### src/rtl/bitwise_serial_pkg.sv
// Shared opcode and state definitions for the bit-serial
// logic sequencer and its one-bit slice.
package bitwise_serial_pkg;

   localparam logic [1:0] OP_NE  = 2'b00;
   localparam logic [1:0] OP_XOR = 2'b01;
   localparam logic [1:0] OP_AND = 2'b10;
   localparam logic [1:0] OP_OR  = 2'b11;

   typedef enum logic [1:0] {
      IDLE = 2'd0,
      RUN  = 2'd1,
      DONE = 2'd2
   } state_t;

endpackage

### src/rtl/bitwise_slice.sv
// One-bit multi-function logic slice with an equality or
// MSB-first magnitude chain stage.
module bitwise_slice
   import bitwise_serial_pkg::*;
(
   input  logic op1,
   input  logic op0,
   input  logic a,
   input  logic b,
   input  logic cin,
   input  logic decided,
   output logic q,
   output logic cout,
   output logic decided_out
);

   // bitwise function selected by the opcode
   always_comb begin
      q = 1'b0;
      unique case ({op1, op0})
         OP_NE:   q = 1'b0;
         OP_XOR:  q = a ^ b;
         OP_AND:  q = a & b;
         OP_OR:   q = a | b;
         default: q = 1'b0;
      endcase
   end

   // chain: sticky difference, or first-difference magnitude
   always_comb begin
      cout        = cin;
      decided_out = decided;
      if (!op1) begin
         cout = cin | (a ^ b);
      end else if (!decided && (a ^ b)) begin
         cout        = a & ~b;
         decided_out = 1'b1;
      end
   end

endmodule

### src/rtl/bitwise_serial_ctrl.sv
// Bit-serial sequencer: walks one slice over a WIDTH-bit
// operand pair MSB first, returning result and compare flag.
module bitwise_serial_ctrl
   import bitwise_serial_pkg::*;
#(
   parameter int WIDTH = 8,
   parameter int CNTW  = $clog2(WIDTH)
) (
   input  logic             clk,
   input  logic             rst_n,
   input  logic             start,
   input  logic [1:0]       op,
   input  logic [WIDTH-1:0] a,
   input  logic [WIDTH-1:0] b,
   input  logic             en,
   output logic             busy,
   output logic             done,
   output logic [WIDTH-1:0] result,
   output logic             flag
);

   state_t           state;
   state_t           state_nxt;
   logic [WIDTH-1:0] a_r;
   logic [WIDTH-1:0] b_r;
   logic [1:0]       op_r;
   logic [CNTW-1:0]  cnt;
   logic             chain;
   logic             decided;
   logic             q;
   logic             cout;
   logic             dec_nxt;
   logic             accept;
   logic             step;
   logic             last;

   assign accept = (state == IDLE) && start;
   assign step   = (state == RUN) && en;
   assign last   = (cnt == '0);

   bitwise_slice u_slice (
      .op1         (op_r[1]),
      .op0         (op_r[0]),
      .a           (a_r[cnt]),
      .b           (b_r[cnt]),
      .cin         (chain),
      .decided     (decided),
      .q           (q),
      .cout        (cout),
      .decided_out (dec_nxt)
   );

   // state register
   always_ff @(posedge clk or negedge rst_n) begin
      if (!rst_n) begin
         state <= IDLE;
      end else begin
         state <= state_nxt;
      end
   end

   // next state and status outputs
   always_comb begin
      state_nxt = state;
      busy      = 1'b0;
      done      = 1'b0;
      unique case (state)
         IDLE: begin
            if (start) state_nxt = RUN;
         end
         RUN: begin
            busy = 1'b1;
            if (en && last) state_nxt = DONE;
         end
         DONE: begin
            done      = 1'b1;
            state_nxt = IDLE;
         end
         default: state_nxt = IDLE;
      endcase
   end

   // operand capture, bit walk, result shift and final flag
   always_ff @(posedge clk or negedge rst_n) begin
      if (!rst_n) begin
         a_r     <= '0;
         b_r     <= '0;
         op_r    <= 2'b00;
         cnt     <= '0;
         chain   <= 1'b0;
         decided <= 1'b0;
         result  <= '0;
         flag    <= 1'b0;
      end else if (accept) begin
         a_r     <= a;
         b_r     <= b;
         op_r    <= op;
         cnt     <= CNTW'(WIDTH - 1);
         chain   <= 1'b0;
         decided <= 1'b0;
         result  <= '0;
         flag    <= 1'b0;
      end else if (step) begin
         result  <= {result[WIDTH-2:0], q};
         chain   <= cout;
         decided <= dec_nxt;
         if (last) begin
            flag <= cout ^ op_r[0];
         end else begin
            cnt <= cnt - CNTW'(1);
         end
      end
   end

endmodule

### config.mk
export PLATFORM = sky130hd
export DESIGN_NAME = bitwise_serial_ctrl
export DESIGN_NICKNAME = d
export VERILOG_FILES = /design/src/rtl/bitwise_serial_pkg.sv /design/src/rtl/bitwise_slice.sv /design/src/rtl/bitwise_serial_ctrl.sv
export SDC_FILE = /design/constraint.sdc
export NUM_CORES = 1
export LEC_CHECK = 0
export ABC_CLOCK_PERIOD_IN_PS = 2410
export CORE_MARGIN = 2
export CORE_UTILIZATION = 50
export DETAILED_ROUTE_END_ITERATION = 6
export PLACE_DENSITY = 0.85
export SYNTH_ARGS = -nofsm -noshare
export SYNTH_HDL_FRONTEND = slang
export SYNTH_SLANG_ARGS = --single-unit
export TNS_END_PERCENT = 50
### constraint.sdc
create_clock -name clk -period 2.41 [get_ports clk]
set_clock_uncertainty 0.05 [all_clocks]
set_input_delay 0.6025 -clock clk [delete_from_list [all_inputs] [get_ports clk]]
set_output_delay 0.6025 -clock clk [all_outputs]
set_load 0.02 [all_outputs]
==> run_results.csv, run 1 <==
group,metric,value,unit
global_route,grt_max_degree,35,
setup_path,crit_chain,"mux4_2, mux2i_2, ha_1, nor4bb_4, a311oi_2, xnor2_1, a21oi_1",
sta,setup_violations,0,
clock_network,clk_pin_slew,0.10,ns
sta,final-max-slew-violation-count,0,
global_route,grt_util_met2,32.8,%
final_layout,antennaDiodeCount,0,
setup_path,crit_required,2.58,ns
setup_path,slowest_stage,"mux4_2",
die,core_area,3050,sq um
clock_network,root_buffer,"clkbuf_4",
synth,synth-edff-count,0,
die,die-area,3660,sq um
route,ant_nets,0,
die,ios,33,
setup_path,ff2ff_setup_slack,0.12,ns
sta,finalCritPeriodShare,95.0,%
clock_network,cts_tree,"built",
synth,synth.cell_area,1600,sq um
pwr,leakage,0.988,nW
min_path,worstHoldPathType,"reg2reg",
route,wl_per_cell,12.2,um
setup_path,path_class,"reg2reg",
route,vias,1265,
final_layout,post-route-util,67.1,%
setup_path,start_kind,"flip-flop",
final_layout,final_nets,234,
setup_path,worst_setup_path_end_kind,"flip-flop",
sta,timing.slew.headroom,72.0,%
setup_path,cp_data_arrival_time,2.46,ns
synth,netlist_top_cells_area,"dfrtp_1 53%, nand2_1 18%, mux4_2 5.6%",
route,avgViaCountPerCell,5.02,
route,drtIter0Drc,46,
outcome,status,"finished clean",
synth,yosysTopAreaCell,"dfrtp_1",
clock_network,cts_made_buffers,5,
sta,max_freq,437,MHz
route,routed_wl,3.07,mm
clock_network,h-tree-depth,2,
synth,synth_top_area_share,53.3,%
min_path,min_path_cells,2,
sta,layout_min_cycle_time,2.29,ns
final_layout,drive_gt1_share,10.1,%
setup_path,cp_max_fo,5,
synth,synthDistinctLibCells,27,
die,die_y,60.5,um
synth,ys_seq_area_share,53.3,%
run,cap_violations,0,
global_route,top_usage_layer,"met2",
place,port_buffers,32,
synth,synth_ff_type,"dfrtp_1",
final_layout,final_cell_mix,"78 x nand2_1, 33 x dfrtp_1, 32 x clkdlybuf4s50_1",
global_route,grt_pass1_vias,1205,
global_route,grt_use_met3,6.18,%
synth,ys_ff_latch,34,
clock_network,post_cts_buffers,0,
global_route,antenna_found_initial,0,
pwr,power.density,1300,nW/um^2
die,die_w,60.5,um
setup_path,crit_path_start,"cnt[0]",
route,firstDrtPassIters,4,
pwr,peakVddDrop,0.487,mV
clock_network,postCtsHoldBufs,0,
route,drcViolationCount,0,
place,dp_slack,0.0262,ns
synth,syn-instance-count,170,
global_route,grt_pass1_wl,5.13,mm
die,start_util,52.3,%
clock_network,cts_max_path_buffers,2,
sta,hold_viol_final,0,
final_layout,area_growth_syn_to_layout,28.5,%
clock_network,cts_sinks,34,
synth,syn-mean-instance-area,9.38,sq um
final_layout,final_common_cell,"nand2_1",
global_route,grtUsageMet1,22.9,%
setup_path,setup.worst_path.end,"flag",
sta,rsz0062_at_grt,"true",
synth,yosysWarnings,0,
global_route,grt_util_all_layers,19.5,%
synth,synth_fp_nets,197,
place,gp_congestion,0.866,
setup_path,r2r_end,"flag",
setup_path,max_stage_delay,0.52,ns
sta,fin_ws,0.120,ns
place,dp_hpwl,2.24,mm
synth,ys_async_sr_fraction,100,%
setup_path,r2r_cells,7,
sta,totalNegativeSetupSlack,0,ns
sta,tightest_slew,0.420,ns
setup_path,r2r_start,"cnt[0]",
clock_network,clkLatencyLatePin,0.34,ns
die,row_count,20,
global_route,grt_overflow_total,0,
pwr,total_power,2.67,mW
-- through the flow --
stage / area [sq um] / hold WS (ns) / std cells
floorplan: 1600 / 0.257 / 170
global placement: 1970 / 0.409 / 244
detailed placement: 1970 / 0.414 / 244
CTS: 2030 / 0.437 / 252
global route: 2050 / 0.469 / 252
finish: 2050 / 0.431 / 252
-- report_power, final --
part,switching [mW],internal [mW]
registers,0.215,0.824
clock network,0.183,0.141
logic,0.630,0.677
-- per-layer routing --
| metal | part of all wire (%) | wire, um | vias up |
|---|---|---|---|
| li1 | - | - | 621 |
| met1 | 43 | 1330 | 597 |
| met2 | 49 | 1490 | 39 |
| met3 | 6.2 | 189 | 8 |
| met4 | 2.0 | 60 | 0 |
| met5 | 0 | 0 | - |
-- worst max-delay path: cells and delay by family, from the launching register on --
| kind | cells | cell delay, ns |
|---|---|---|
| compound gates | 2 | 0.33 |
| xor+xnor | 1 | 0.15 |
| fa+ha+maj | 1 | 0.31 |
| flops | 1 | 0.44 |
| mux | 2 | 0.71 |
| simple gates | 1 | 0.19 |
-- worst min-delay path by stage --
stage / endpoint / from
2_1_floorplan: a_r[0] / rst_n
3_3_place_gp: a_r[2] / a_r[2]
3_5_place_dp: b_r[7] / b_r[7]
4_1_cts: b_r[7] / b_r[7]
5_1_grt: a_r[2] / a_r[2]
6_report: b_r[7] / b_r[7]
-- repair_timing --
action                                  CTS  global route
hold endpoints to repair                  0             0
resized for setup                         0             4
endpoints found under the setup margin    0             2
-- cell families (layout without fill, tap and decap cells) --
kind of cell | count (synthesis) | in the layout | share of synthesized area [%]
AO/OA/AOI/OAI | 15 | 15 | 5.96
XOR/XNOR | 2 | 2 | 1.10
adder cells (fa/ha/maj) | 5 | 5 | 3.92
buffers and inverters | 14 | 52 | 4.08
flip-flops | 34 | 34 | 53.3
multiplexers | 7 | 7 | 7.53
AND/OR/NAND/NOR | 93 | 93 | 24.1
-- state kept, by name, indices dropped and copies added (netlist names) --
signal	count
chain	1
cnt	3
b_r	8
op_r	2
decided	1
state	2
flag	1
a_r	8
result	8
-- Yosys cell counts (all sizes together) (2+ instances only) --
master,number
nor2,5
a21oi,8
mux4,4
mux2i,3
nor2b,2
nor3,2
o21ai,2
inv,7
xnor2,2
dfrtp,34
ha,5
nand2,78
buf,5
clkbuf,2
-- layout make-up --
cell class	count	area, sq um
Sequential cell	34	852
Timing Repair Buffer	37	358
Clock inverter	1	5.00
Tap cell	44	55.1
Inverter	7	26.3
Clock buffer	7	55.1
Multi-Input combinational cell	122	698
Fill cell	245	1000
Note: power is estimated with default switching activity, not from simulation.
==> inputs of run 2 (changes only) <==
--- a/config.mk
+++ b/config.mk
@@ -9,6 +9,7 @@
 export CORE_MARGIN = 2
 export CORE_UTILIZATION = 50
 export DETAILED_ROUTE_END_ITERATION = 6
+export GPL_ROUTABILITY_DRIVEN = 0
 export PLACE_DENSITY = 0.85
 export SYNTH_ARGS = -nofsm -noshare
 export SYNTH_HDL_FRONTEND = slang
==> results of run 2 <==
No change in the layout: final DEF, timing and power equal those of run 1.
==> inputs of run 3 (changes only) <==
--- a/config.mk
+++ b/config.mk
@@ -11,6 +11,7 @@
 export DETAILED_ROUTE_END_ITERATION = 6
 export GPL_ROUTABILITY_DRIVEN = 0
 export PLACE_DENSITY = 0.85
+export SLEW_MARGIN = 10
 export SYNTH_ARGS = -nofsm -noshare
 export SYNTH_HDL_FRONTEND = slang
 export SYNTH_SLANG_ARGS = --single-unit
==> results of run 3 <==
No change in the layout: final DEF, timing and power equal those of run 1.
